===== src/rtl/mem_access_unit.sv =====
// Load/store sequencer between the MEM stage and a word-wide, byte-addressed,
// little-endian data memory (combinational read, synchronous write).
// Sub-word stores use read-modify-write. Loads are lane-extracted and then
// sign- or zero-extended. Misaligned accesses are flagged.
// Optional feature: define MAU_RANGE_CHK_EN to fault addresses with any bit
// above ADDR_W-1 set. By default those bits are ignored and the address wraps.
module mem_access_unit #(
    parameter int unsigned ADDR_W = 12
) (
    input  logic              clk,
    input  logic              rst,
    input  logic              req,
    input  logic              is_store,
    input  logic [1:0]        size,
    input  logic              uns,
    input  logic [31:0]       addr,
    input  logic [31:0]       wdata,
    output logic [31:0]       rdata,
    output logic              busy,
    output logic              done,
    output logic              exc_adel,
    output logic              exc_ades,
    output logic [31:0]       badvaddr,
    output logic [ADDR_W-1:0] dm_addr,
    output logic [31:0]       dm_din,
    output logic              dm_we,
    input  logic [31:0]       dm_dout
);

    typedef enum logic [1:0] {StIdle, StRd, StWr, StFin} state_e;

    state_e            state_q, state_d;
    logic              is_store_q;
    logic [1:0]        size_q;
    logic              uns_q;
    logic [ADDR_W-1:0] addr_q;
    logic [31:0]       wdata_q;
    logic [31:0]       rbuf_q;
    logic [31:0]       rdata_q;
    logic [31:0]       badvaddr_q;
    logic              exc_q;

    logic              misaligned;
    logic              bad_range;
    logic              fault;
    logic [31:0]       lane_shifted;
    logic [31:0]       ld_val;
    logic [31:0]       merged;

    // Fault classification of the incoming request, used only at accept.
    always_comb begin
        misaligned = ((size == 2'b01) && addr[0]) || (size[1] && (addr[1:0] != 2'b00));
`ifdef MAU_RANGE_CHK_EN
        bad_range = |addr[31:ADDR_W];
`else
        bad_range = 1'b0;
`endif
        fault = misaligned | bad_range;
    end

    // Load extraction from the live memory word; lanes are aligned by this point,
    // so a byte-granular shift serves both byte and half loads.
    always_comb begin
        lane_shifted = dm_dout >> {addr_q[1:0], 3'b000};
        case (size_q)
            2'b00: ld_val = uns_q ? {24'b0, lane_shifted[7:0]}
                                  : {{24{lane_shifted[7]}}, lane_shifted[7:0]};
            2'b01: ld_val = uns_q ? {16'b0, lane_shifted[15:0]}
                                  : {{16{lane_shifted[15]}}, lane_shifted[15:0]};
            default: ld_val = dm_dout;
        endcase
    end

    // Store merge of the latched data into the word read back during RD.
    always_comb begin
        merged = rbuf_q;
        case (size_q)
            2'b00: merged[{addr_q[1:0], 3'b000} +: 8] = wdata_q[7:0];
            2'b01: merged[{addr_q[1], 4'b0000} +: 16] = wdata_q[15:0];
            default: merged = wdata_q;
        endcase
    end

    // Next-state logic.
    always_comb begin
        state_d = state_q;
        case (state_q)
            StIdle: begin
                if (req) begin
                    if (fault) begin
                        state_d = StFin;
                    end else if (is_store && size[1]) begin
                        state_d = StWr;
                    end else begin
                        state_d = StRd;
                    end
                end
            end
            StRd:    state_d = is_store_q ? StWr : StFin;
            StWr:    state_d = StFin;
            StFin:   state_d = StIdle;
            default: state_d = StIdle;
        endcase
    end

    // State register plus request latch, read buffer and result registers.
    always_ff @(posedge clk) begin
        if (rst) begin
            state_q    <= StIdle;
            is_store_q <= 1'b0;
            size_q     <= 2'b00;
            uns_q      <= 1'b0;
            addr_q     <= '0;
            wdata_q    <= 32'h0;
            rbuf_q     <= 32'h0;
            rdata_q    <= 32'h0;
            badvaddr_q <= 32'h0;
            exc_q      <= 1'b0;
        end else begin
            state_q <= state_d;
            if ((state_q == StIdle) && req) begin
                is_store_q <= is_store;
                size_q     <= size;
                uns_q      <= uns;
                addr_q     <= addr[ADDR_W-1:0];
                wdata_q    <= wdata;
                exc_q      <= fault;
                if (fault) begin
                    badvaddr_q <= addr;
                end
            end
            if (state_q == StRd) begin
                rbuf_q <= dm_dout;
                if (!is_store_q) begin
                    rdata_q <= ld_val;
                end
            end
        end
    end

    assign rdata    = rdata_q;
    assign badvaddr = badvaddr_q;
    assign busy     = (state_q != StIdle);
    assign done     = (state_q == StFin);
    assign exc_adel = done & exc_q & ~is_store_q;
    assign exc_ades = done & exc_q & is_store_q;
    assign dm_addr  = {addr_q[ADDR_W-1:2], 2'b00};
    assign dm_din   = merged;
    // Gated by reset so a reset edge during WR never commits a write.
    assign dm_we    = (state_q == StWr) & ~rst;

endmodule


===== config.mk =====
export PLATFORM = sky130hd
export DESIGN_NAME = mem_access_unit
export DESIGN_NICKNAME = d
export VERILOG_FILES = /design/src/rtl/mem_access_unit.sv
export SDC_FILE = /design/constraint.sdc
export NUM_CORES = 1
export LEC_CHECK = 0
export ABC_CLOCK_PERIOD_IN_PS = 2700
export CAP_MARGIN = 30
export CORE_ASPECT_RATIO = 1.75
export CORE_MARGIN = 5
export CORE_UTILIZATION = 48
export CTS_BUF_LIST = sky130_fd_sc_hd__clkbuf_4 sky130_fd_sc_hd__clkbuf_8
export CTS_CLUSTER_DIAMETER = 60
export DETAILED_ROUTE_END_ITERATION = 7
export HOLD_SLACK_MARGIN = 0.12
export PLACE_DENSITY = 0.82
export SYNTH_ARGS = -nofsm -noshare
export SYNTH_HDL_FRONTEND = slang
export SYNTH_SLANG_ARGS = --single-unit
export TNS_END_PERCENT = 100

===== constraint.sdc =====
create_clock -name clk -period 2.7 [get_ports clk]
set_input_delay 0.54 -clock clk [delete_from_list [all_inputs] [get_ports clk]]
set_output_delay 0.54 -clock clk [all_outputs]
set_load 0.02 [all_outputs]

---- Word level (Yosys, flattened, before mapping) ----
Cells that the tools add are included.
word-level totals
  output and inout port bits .............. 113
  bits of input ports ..................... 103
  word-level logic and storage cells ...... 51
  flip-flop bits (word level) ............. 147
operators by class
  reductions and logical operators ........ 11
  mux-type cells .......................... 11
  shift-type cells ........................ 5
  add/subtract/negate cells ............... 2
  bitwise gates (word level) .............. 6
  eq/ne operators ......................... 6
operators with widths
  operator                   count
  $pmux W32 S2               2
  $bwmux W32                 2
  $mux W32                   2
  $shift A16 B7 Y32 const A  1
  $shift A8 B7 Y32 const A   1
  $shiftx A16 B7 Y32         1
  $shiftx A8 B7 Y32          1
  $shr A32 B5 Y16            1
  $neg A5 Y7                 2
  $pmux W2 S4                1
  $eq A2 B1 Y1 const B       3
  $mux W2                    3
  $and A1 B1 Y1              4
  $eq A2 B2 Y1 const B       2
  $logic_and A1 B1 Y1        4
  $logic_not A2 Y1           2
  $reduce_and A2 Y1          2
  $reduce_bool A2 Y1         2
  $ne A2 B2 Y1 const B       1
  $not A1 Y1                 2
  $logic_or A1 B1 Y1         1
  $mux W1                    1

---- Longest topological paths before layout ----
Gate-level depths: netlist of the first run.
  depth in word-level cells ............... 6
  mapped depth ............................ 9
  gate-level depth less buffers ........... 6

---- Least setup slack after synthesis of the first run ----
No wires, ideal clock.
  path kind ............................... reg2out
  from .................................... register addr_q[1]
  to ...................................... output port dm_din[24]
  required time ........................... 2.160 ns
  cell stages (with the launch flop) ...... 9
  arrival time ............................ 2.014 ns
  slack ................................... 0.146 ns
  path through ............................ dfxtp_1 > buf_2 > buf_4 > inv_1 > ha_1 > and4b_1 > clkbuf_1 > a21oi_1 > o221ai_1
between the ends
  cells in the longest elaborated chain, start to end .. 4
RTL lines
  element                                     line    RTL
  start, declared                             36      logic [ADDR_W-1:0] addr_q;
  start signal, assigned                      125     addr_q <= addr[ADDR_W-1:0];
  $neg A5 Y7, on equally long branches        79, 78
  $shiftx A16 B7 Y32 (tied with other cells)  79      2'b01: merged[{addr_q[1], 4'b0000} +: 16] = wdata_q[15:0];
  $bwmux W32, on equally long branches        79, 78
  $pmux W32 S2 (*)                            77      case (size_q)
  end, declared                               25      output logic [31:0] dm_din,
Every way passes the cells marked *; elsewhere a longest branch is shown, timed or not.

---- Worst setup path after layout of the first run ----
  from .................................... register addr_q[1]
  to ...................................... output port dm_din[12]
Same word-level chain as after synthesis.

==> results of run 1 <==
==> worst paths after layout <==
check / start / end / slack [ns] / depth (start not counted)
setup / recovery: addr_q[1] / dm_din[12] / 0.05 / 8
hold / removal: addr_q[9] / addr_q[9] / 0.46 / 2
setup reg to reg: state_q[1] / rdata[14] / 0.56 / 6
hold reg to reg: addr_q[9] / addr_q[9] / 0.46 / 2
==> layout by cell type (no fill, tap or decap), types with 2 or more instances in the layout <==
cell type / netlist / routed
a211oi_1: 16 / 16
a211oi_2: 10 / 10
a21oi_1: 127 / 124
a21oi_2: 0 / 3
a222oi_1: 7 / 7
a22o_1: 12 / 12
a2bb2oi_1: 7 / 7
and2_1: 2 / 2
buf_12: 0 / 3
buf_2: 8 / 20
buf_4: 15 / 43
buf_6: 1 / 4
bufinv_16: 0 / 2
clkbuf_8: 0 / 19
clkdlybuf4s50_1: 0 / 180
clkinvlp_4: 0 / 5
conb_1: 1 / 2
dfxtp_1: 147 / 145
ha_1: 10 / 6
ha_2: 0 / 2
ha_4: 0 / 2
inv_1: 19 / 17
inv_6: 0 / 5
mux2i_1: 58 / 58
nand2_1: 199 / 198
nand2b_1: 5 / 5
nor2_1: 65 / 64
nor2b_1: 19 / 18
o21ai_0: 4 / 4
o221ai_1: 29 / 22
o221ai_2: 0 / 6
or2_2: 3 / 3
==> cells in the mapped netlist (2+ instances only) <==
cell type / n / area (µm²)
nand2_1: 199 / 747
dfxtp_1: 147 / 2940
a21oi_1: 127 / 636
nor2_1: 65 / 244
mux2i_1: 58 / 581
clkbuf_1: 45 / 169
o221ai_1: 29 / 254
inv_1: 19 / 71.3
nor2b_1: 19 / 119
a211oi_1: 16 / 120
buf_4: 15 / 113
a22o_1: 12 / 105
a211oi_2: 10 / 125
ha_1: 10 / 125
buf_2: 8 / 40.0
a222oi_1: 7 / 70.1
a2bb2oi_1: 7 / 61.3
buf_1: 6 / 22.5
nand2b_1: 5 / 31.3
o21ai_0: 4 / 20.0
or2_2: 3 / 18.8
a21o_1: 2 / 15.0
and2_1: 2 / 12.5
and4_1: 2 / 17.5
nand3_1: 2 / 10.0
==> through the flow <==
step	setup TNS, ns	utilization	hold WS (ns)
6_report	0	0.688	0.456
5_1_grt	-0.237	0.688	0.472
4_1_cts	0	0.685	0.458
3_5_place_dp	-0.852	0.656	0.447
3_3_place_gp	-0.384	0.656	0.440
2_1_floorplan	0	-	0.436
==> power by group through the flow <==
stage / logic (mW) / clock network, mW / registers (mW)
finish: 4.04 / 1.77 / 3.02
global route: 4.35 / 1.90 / 3.07
CTS: 3.98 / 1.80 / 3.00
detailed placement: 4.02 / 0 / 3.04
global placement: 3.96 / 0 / 3.03
floorplan: 2.22 / 0 / 3.22
==> area by class of cell <==
cell class,count,area [µm²],share of cell area
inverter,19,78.8,0.00823
clock buffer,19,262,0.0273
sequential,147,2950,0.308
clock inverter,13,146,0.0153
tap,177,221,0.0231
multi-input combinational,596,3590,0.375
timing repair buffer,250,2330,0.243
==> state kept, by name, summed over array words and instances (netlist names) <==
register	flops
wdata_q	32
badvaddr	32
exc_q	1
state_q	2
uns_q	1
rdata	32
addr_q	12
is_store_q	1
rbuf_q	32
size_q	2
==> logic make-up (layout without fill, tap and decap cells) <==
| group | count (synthesis) | in the layout | synth area share |
|---|---|---|---|
| mux | 58 | 58 | 0.0851 |
| fa+ha+maj | 10 | 10 | 0.0183 |
| flops | 147 | 147 | 0.432 |
| other cells | 1 | 2 | 0.000550 |
| compound gates | 222 | 222 | 0.218 |
| buf+inv | 94 | 301 | 0.0626 |
| simple gates | 304 | 304 | 0.184 |
==> worst reg2reg max path: stages, from the launching register on <==
cell and delay (ns):
dfxtp_1 0.33, inv_1 0.12, ha_2 0.38, nor2b_2 0.57, buf_4 0.36, nor2_1 0.08
a211oi_1 0.23
==> metal layers <==
layer,global-route usage,vias up,share of wire
met5,0,-,0
met4,0.152,0,0.056
met3,0.0729,77,0.074
met2,0.487,312,0.52
met1,0.280,3234,0.35
li1,-,3273,-
==> what timing repair did <==
action / 4_1_cts / 5_1_grt
setup buffers: 0 / 1
hold buffers: 0 / 0
pin swaps: 5 / 3
endpoints found under the setup margin: 32 / 25
resized for setup: 169 / 30
==> out/qor.txt, run 1 <==
Place WS: -0.110 ns
vias in the first global route: 6735
Pins Over Slew Limit: 0
routed vias/inst: 5.65
synth unique cells: 42
f_max: 377 MHz
gpl congestion: 0.910
Logic pwr share: 0.458
Core ar.: 13900 µm²
CP Class: flop to output port
gr usage total: 0.272
internal power: 5.27 mW
Reg power frac: 0.342
Startpoint Class: flop
CTS sink cnt: 147
Worst Clk Skew: 0.0141 ns
Vias: 6896
Area Overhead vs Synth: 40.4%
# placed instances: 1188
Synth warnings: 0
I/O Buffers: 213
TritonCTS Buffers: 17
Initial Util: 0.490
post-route cell area: 9570 µm²
CP Cell Sequence: inv_6 > ha_4 > nor2_4 > buf_4 > and4_4 > nand3_4 > o221ai_2 > buf_2
hpwl dp: 17.4 mm
Clk pwr share: 0.200
Hold/Removal Path Class: flop to flop
status: completed
final hold viol count: 0
fin nets: 1144
PnR worst setup slack: 0.0476 ns
Leak: 3.52 nW
final setup vio count: 0
DR pass1 iterations: 6
Root Buffer: clkbuf_8
drt wl/cell: 19.3 µm
switching share of total power: 0.403
share of layout cells above drive strength 1: 0.138
# fillers: 1165
Crit-path slowest cell: dfxtp_4
Post-Syn Area: 6820 µm²
die width: 100 µm
Syn Inst Count: 836
crit path DAT: 2.11 ns
Tcrit/Tclk final: 0.982
GRT Residual Overflow: 0
CTS tree: built
Worst IR Drop VDD: 0.000509 V
pin slew with the least headroom to its limit: 0.678 ns
1st-iter DRT viols: 434
die area: 16800 µm²
Max Fanout on Critical Path: 6
Longest Clk Path Bufs: 2
IO Pins: 216
worst endpoint required time: 2.16 ns
Die Y: 168 µm
DRT Wirelength: 23.5 mm
mean area per synthesized cell: 8.16 µm²
Diodes inserted: 0
H-Tree Depth: 4
Max-cap violations: 0
worst rel slew slack: 0.548
Core Rows: 57
largest net degree at the start of global routing: 148
crit path buf inv count: 3
slowest stage delay, CP: 0.38 ns
top_reg_cell synth: dfxtp_1
DRC Markers: 0
Final Critical Period: 2.65 ns
Crit. End Element: output port
NetSw: 3.56 mW
CTS clk-pin slew, worst paths: 0.08 ns
Post-synth ARST share: 0
initial antenna violation count: 0
overall power: 8.83 mW
crit-path leading delay family: simple AND/OR/NAND/NOR gates
sequential area share after synthesis: 0.432
number of synthesized flops with an enable pin: 0
Yosys reg bits: 147
number of routed nets with antenna violations: 0
RSZ-0062 raised after global routing: true
clock latency on the worst-skew pair: 0.45 ns
Final Instance Count excl. Fillers: 1221
first-pass GRT wire length: 35.6 mm
PD cells: 923 nW/µm²
Cell Area, Placed: 9120 µm²
Note: power is estimated with default switching activity, not from simulation.
==> run 2, diff against run 1 <==
--- a/config.mk
+++ b/config.mk
@@ -16,4 +16,5 @@
 export HOLD_SLACK_MARGIN = 0.12
 export PLACE_DENSITY = 0.82
+export SKIP_LAST_GASP = 1
 export SYNTH_ARGS = -nofsm -noshare
 export SYNTH_HDL_FRONTEND = slang
==> constraint.sdc (replaced) <==
create_clock -name clk -period 2.7 [get_ports clk]
set_input_delay 0.54 -clock clk [delete_from_list [all_inputs] [get_ports clk]]
set_output_delay 0.54 -clock clk [all_outputs]
set_load 0.1 [all_outputs]
==> run 2 against run 1 <==
Effect of this change: the run now ends with setup timing left; global-route usage up 0.43 points; clock power up 7%; wire length up 1.2%; register-to-register slack worse by 0.04 ns; cell area up 5.7%; maximum frequency down 1.8%; via count down 0.59%.
==> out/qor.txt, run 2 (synthesis gave the netlist of run 1 again) <==
CTS sink cnt: 147 (unchanged)
fin nets: 1132 (was 1144)
DRT Wirelength: 23.8 mm (was 23.5 mm)
Crit. End Element: output port (unchanged)
final hold viol count: 0 (unchanged)
crit path DAT: 2.16 ns (was 2.11 ns)
Max Fanout on Critical Path: 6 (unchanged)
Max-cap violations: 0 (unchanged)
worst rel slew slack: 0.500 (was 0.548)
largest net degree at the start of global routing: 148 (unchanged)
setup_tns: -0.00149 ns (was 0 ns)
number of routed nets with antenna violations: 0 (unchanged)
DR pass1 iterations: 7 (was 6)
die area: 16800 µm² (unchanged)
f_max: 370 MHz (was 377 MHz)
DRC Markers: 0 (unchanged)
IO Pins: 216 (unchanged)
Crit-path slowest cell: dfxtp_4 (unchanged)
Pins Over Slew Limit: 0 (unchanged)
I/O Buffers: 213 (unchanged)
1st-iter DRT viols: 335 (was 434)
GRT Residual Overflow: 0 (unchanged)
most frequent cells in the layout: nand2_1, dfxtp_1, a21oi_1, clkdlybuf4s50_1, buf_4 (was nand2_1, clkdlybuf4s50_1, dfxtp_1, a21oi_1, nor2_1)
Core Rows: 57 (unchanged)
share of layout cells above drive strength 1: 0.231 (was 0.138)
Worst Clk Skew: 0.0112 ns (was 0.0141 ns)
Worst IR Drop VDD: 0.000658 V (was 0.000509 V)
vias in the first global route: 6749 (was 6735)
Vias: 6855 (was 6896)
TritonCTS Buffers: 17 (unchanged)
Tcrit/Tclk final: 1.00 (was 0.982)
PnR worst setup slack: -0.00149 ns (was 0.0476 ns)
initial antenna violation count: 0 (unchanged)
Diodes inserted: 0 (unchanged)
CTS clk-pin slew, worst paths: 0.08 ns (about the same)
pin slew with the least headroom to its limit: 0.750 ns (was 0.678 ns)
drt wl/cell: 19.7 µm (was 19.3 µm)
CTS tree: built (unchanged)
Core ar.: 13900 µm² (unchanged)
PD cells: 1180 nW/µm² (was 923 nW/µm²)
worst endpoint required time: 2.16 ns (about the same)
crit path buf inv count: 2 (was 3)
Hold Worst Slack: 0.456 ns (about the same)
Place WS: 0.181 ns (was -0.110 ns)
H-Tree Depth: 4 (unchanged)
crit-path leading delay family: compound AO/OA/AOI/OAI gates (was simple AND/OR/NAND/NOR gates)
Die Y: 168 µm (unchanged)
CP Class: flop to output port (unchanged)
RSZ-0062 raised after global routing: true (unchanged)
Final Critical Period: 2.70 ns (was 2.65 ns)
hold buffer count at cts: 0 (unchanged)
final setup vio count: 1 (was 0)
most common cell after layout, fill and taps aside: nand2_1 (unchanged)
clock latency on the worst-skew pair: 0.45 ns (about the same)
gr usage total: 0.276 (was 0.272)
Leak: 3.77 nW (was 3.52 nW)
violated checks: setup timing
Hold/Removal Path Class: flop to flop (unchanged)
Initial Util: 0.490 (unchanged)
routed vias/inst: 5.67 (was 5.65)
hpwl dp: 17.4 mm (about the same)
gpl congestion: 0.892 (was 0.910)
status: finished, violations left (was completed)
first-pass GRT wire length: 36.2 mm (was 35.6 mm)
Startpoint Class: flop (unchanged)
Area Overhead vs Synth: 48.4% (was 40.4%)
Longest Clk Path Bufs: 2 (unchanged)
Root Buffer: clkbuf_8 (unchanged)
die width: 100 µm (unchanged)
# fillers: 1010 (was 1165)
slowest stage delay, CP: 0.37 ns (was 0.38 ns)
CP Cell Sequence: buf_4 > nand2b_1 > nand2_1 > a21o_2 > o221ai_4 > buf_12 (was inv_6 > ha_4 > nor2_4 > buf_4 > and4_4 > nand3_4 > o221ai_2 > buf_2)
-- run 2: cell count changes in the layout (fill, tap and decap cells not counted), sizes merged --
| cell | before | now |
|---|---|---|
| buf | 70 | 137 |
| inv | 23 | 20 |
| clkbuf | 19 | 18 |
| clkinv | 2 | 5 |
| clkinvlp | 5 | 3 |
| bufinv | 2 | 4 |
| clkdlybuf4s50 | 180 | 101 |
-- run 2: final cells by class --
class | count | area [µm²] | area share
inverters | 19 | 81.3 | 0.00804
clock buffers | 18 | 248 | 0.0245
multi-input cells | 596 | 3920 | 0.387
clock inverters | 13 | 184 | 0.0182
repair buffers | 238 | 2510 | 0.248
flip-flops and latches | 147 | 2950 | 0.292
well taps | 177 | 221 | 0.0219
-- run 2: routing by layer --
layer  vias to the layer above  routed length [µm]  GRT usage
met5                         -                   0          0
met1                      3216                8350      0.294
li1                       3247                   -          -
met4                         0                1660      0.182
met2                       307               12100      0.474
met3                        85                1750     0.0695
-- run 2: stage by stage --
step                      instance area, µm²  utilization  std cells  total power, mW
after floorplan                         7180            -        837             8.09
final                                  10100        0.728       1208             11.9
after global routing                   10100        0.728       1208             12.4
after global placement                  9520        0.685       1172             9.83
after detailed placement                9520        0.685       1172             9.94
after CTS                              10000        0.722       1205             11.9
-- run 2: timing repair --
action | 4_1_cts | 5_1_grt
gates resized for setup | 23 | 10
setup endpoints to repair | 32 | 15
cloned | 0 | 0
buffers inserted | 2 | 3
pin swaps | 8 | 4
-- run 2: report_power, final --
group	total [mW]	internal [mW]	leakage [nW]	switching, mW
combinational	6.99	2.04	2.35	4.95
clock	1.89	1.03	0.211	0.863
sequential	3.04	2.66	1.20	0.378
total	11.9	5.73	3.77	6.19
-- run 2: path summary, 6_finish.rpt --
| kind | from | endpoint | slack, ns | cells past startpoint |
|---|---|---|---|---|
| setup / recovery | addr_q[1] | dm_din[12] | -0.001 | 6 |
| hold / removal | wdata_q[25] | wdata_q[25] | 0.46 | 2 |
| setup reg to reg | addr_q[1] | rdata[8] | 0.52 | 6 |
| hold reg to reg | wdata_q[25] | wdata_q[25] | 0.46 | 2 |
-- run 2: worst register-to-register path, delay by kind of cell (launching register included) --
kind            cells  cell delay, ns
flops               1            0.37
mux                 1            0.31
compound gates      3            0.96
buf+inv             2            0.40
==> run 3, diff against run 2 <==
- ABC_CLOCK_PERIOD_IN_PS: 2700 -> 2600
- clock period: 2.7 -> 2.6 ns (I/O delays scaled with it)
==> run 3 against run 2 <==
Effect of this change: the flow still finishes with violations (setup timing); clock power about the same; non-clock buffer count up 3; first-iteration DRC count is 6.0% lower; worst setup slack lost 0.078 ns; clock skew grew 0.0012 ns; clock-buffer cell count down 1; power is 3.9% higher; flip-flop and latch count is the same; sequential power rose by 4%; sequential share of layout area fell by 0.34 points; combinational power rose by 4.7%; via count rose by 0.77%; critical endpoint is now dm_din[11].
==> out/qor.txt, run 3 (synthesis gave the netlist of run 1 again) <==
status: finished, violations left (unchanged)
violated checks: setup timing (unchanged)
Root Buffer: clkbuf_8 (unchanged)
largest net degree at the start of global routing: 148 (unchanged)
H-Tree Depth: 4 (unchanged)
hold path start: wdata_q[27] (was wdata_q[25])
GRT Residual Overflow: 0 (unchanged)
CTS tree: built (unchanged)
Final Critical Period: 2.68 ns
fin nets: 1135 (was 1132)
TritonCTS Buffers: 17 (unchanged)
final hold viol count: 0 (unchanged)
drt wl/cell: 20.3 µm (was 19.7 µm)
DR pass1 iterations: 5 (was 7)
Hold/Removal Path Class: flop to flop (unchanged)
I/O Buffers: 213 (unchanged)
clock latency on the worst-skew pair: 0.44 ns (was 0.45 ns)
crit path DAT: 2.16 ns (about the same)
PnR worst setup slack: -0.0796 ns (was -0.00149 ns)
worst endpoint required time: 2.08 ns (was 2.16 ns)
pin slew with the least headroom to its limit: 0.701 ns (was 0.750 ns)
hold buffer count at cts: 0 (unchanged)
hpwl dp: 18.3 mm (was 17.4 mm)
gpl congestion: 0.954 (was 0.892)
post-route cell area: 10200 µm² (was 10100 µm²)
die width: 100 µm (unchanged)
initial antenna violation count: 3 (was 0)
PD cells: 1210 nW/µm² (was 1180 nW/µm²)
slowest stage delay, CP: 0.37 ns (about the same)
Crit-path slowest cell: dfxtp_4 (unchanged)
Core ar.: 13900 µm² (unchanged)
worst rel slew slack: 0.533 (was 0.500)
Hold Path Stages: 2 (unchanged)
Pins Over Slew Limit: 0 (unchanged)
Hold Path End: wdata_q[27] (was wdata_q[25])
Worst IR Drop VDD: 0.000650 V (was 0.000658 V)
crit path buf inv count: 3 (was 2)
Initial Util: 0.490 (unchanged)
DRC Markers: 0 (unchanged)
vias in the first global route: 6901 (was 6749)
die area: 16800 µm² (unchanged)
crit-path leading delay family: compound AO/OA/AOI/OAI gates (unchanged)
Cell Area, Placed: 9620 µm² (was 9520 µm²)
cell mode on critical path: buf_12
FF-to-FF Start: size_q[1] (was addr_q[1])
# fillers: 1066 (was 1010)
CTS sink cnt: 147 (unchanged)
DRT Wirelength: 24.6 mm (was 23.8 mm)
Max-cap violations: 0 (unchanged)
Worst R2R Path Depth: 7 (was 6)
Leak: 3.82 nW (was 3.77 nW)
RSZ-0062 raised after global routing: true (unchanged)
final core utilization: 0.736 (was 0.728)
number of routed nets with antenna violations: 0 (unchanged)
Core Rows: 57 (unchanged)
routed vias/inst: 5.69 (was 5.67)
Tcrit/Tclk final: 1.03
Max Fanout on Critical Path: 20 (was 6)
first-pass GRT wire length: 37.2 mm (was 36.2 mm)
CP Class: flop to output port (unchanged)
Vias: 6908 (was 6855)
gr usage total: 0.284 (was 0.276)
Crit. End Element: output port (unchanged)
IO Pins: 216 (unchanged)
Area Overhead vs Synth: 50.2% (was 48.4%)
final setup vio count: 16 (was 1)
share of layout cells above drive strength 1: 0.243 (was 0.231)
CP Cell Sequence: buf_12 > ha_2 > and4_4 > buf_4 > a22o_1 > a22o_4 > buf_12 (was buf_4 > nand2b_1 > nand2_1 > a21o_2 > o221ai_4 > buf_12)
Die Y: 168 µm (unchanged)
FF-to-FF setup slack: 0.65 ns (was 0.52 ns)
reg2reg end: rdata[31] (was rdata[8])
most frequent cells in the layout: nand2_1, dfxtp_1, a21oi_1, clkdlybuf4s50_1, buf_4 (unchanged)
most common cell after layout, fill and taps aside: nand2_1 (unchanged)
CTS clk-pin slew, worst paths: 0.09 ns (was 0.08 ns)
1st-iter DRT viols: 315 (was 335)
Worst Clk Skew: 0.0125 ns (was 0.0112 ns)
Longest Clk Path Bufs: 2 (unchanged)
Startpoint Class: flop (unchanged)
f_max: 373 MHz
## run 3: cell types whose count changed in the layout (fill, tap and decap cells not counted), sizes merged
cell and change:
clkbuf -1, bufinv -2, clkinvlp -2, clkinv -1
diode +3, inv +7, buf +3
## run 3: final cells by class
type,instances,area (µm²),share of cell area
Antenna cell,3,7.51,0.000733
Clock buffer,17,234,0.0228
Clock inverter,15,191,0.0187
Inverter,19,78.8,0.00770
Multi-Input combinational cell,596,4000,0.391
Sequential cell,147,2950,0.288
Tap cell,177,221,0.0216
Timing Repair Buffer,241,2550,0.249
## run 3: worst max path at each step
stage	cells after the start	end	slack, ns	from
CTS	7	dm_din[15]	-0.06	addr_q[1]
detailed placement	6	dm_din[27]	0.22	addr_q[1]
global placement	6	dm_din[28]	0.27	addr_q[1]
global route	7	dm_din[11]	-0.13	addr_q[0]
finish	7	dm_din[11]	-0.08	addr_q[0]
floorplan	7	dm_din[12]	0.01	addr_q[0]
## run 3: stage by stage
| step | setup WS (ns) | instances | power [mW] | TNS, ns | hold WS [ns] |
|---|---|---|---|---|---|
| floorplan | 0.0116 | 837 | 8.45 | 0 | 0.436 |
| global placement | 0.269 | 1177 | 10.3 | 0 | 0.442 |
| detailed placement | 0.219 | 1177 | 10.4 | 0 | 0.447 |
| CTS | -0.0649 | 1211 | 12.4 | -0.410 | 0.460 |
| global route | -0.134 | 1215 | 12.9 | -2.67 | 0.476 |
| finish | -0.0796 | 1215 | 12.4 | -0.448 | 0.457 |
## run 3: repair_timing
action / 4_1_cts / 5_1_grt
pin swaps: 9 / 11
buffers inserted: 2 / 1
cloned: 0 / 0
endpoints found under the setup margin: 32 / 32
resized for setup: 33 / 10
## run 3: worst reg2reg max path, delay by kind of cell (launching register included)
kind	cells	cell delay, ns
compound gates	2	0.26
simple gates	2	0.31
flops	1	0.33
buf+inv	3	0.92
## run 3: power breakdown
part	switching [mW]	internal [mW]	leakage [nW]
logic	5.14	2.17	2.40
clock network	1.01	0.903	0.213
registers	0.388	2.76	1.20
total	6.54	5.84	3.82
## run 3: metal layers
layer  vias up  track usage  wire [µm]
met5         -            0          0
met4         0        0.196       1630
met3        76       0.0699       1740
met2       309        0.501      12900
met1      3270        0.287       8320
li1       3253            -          -
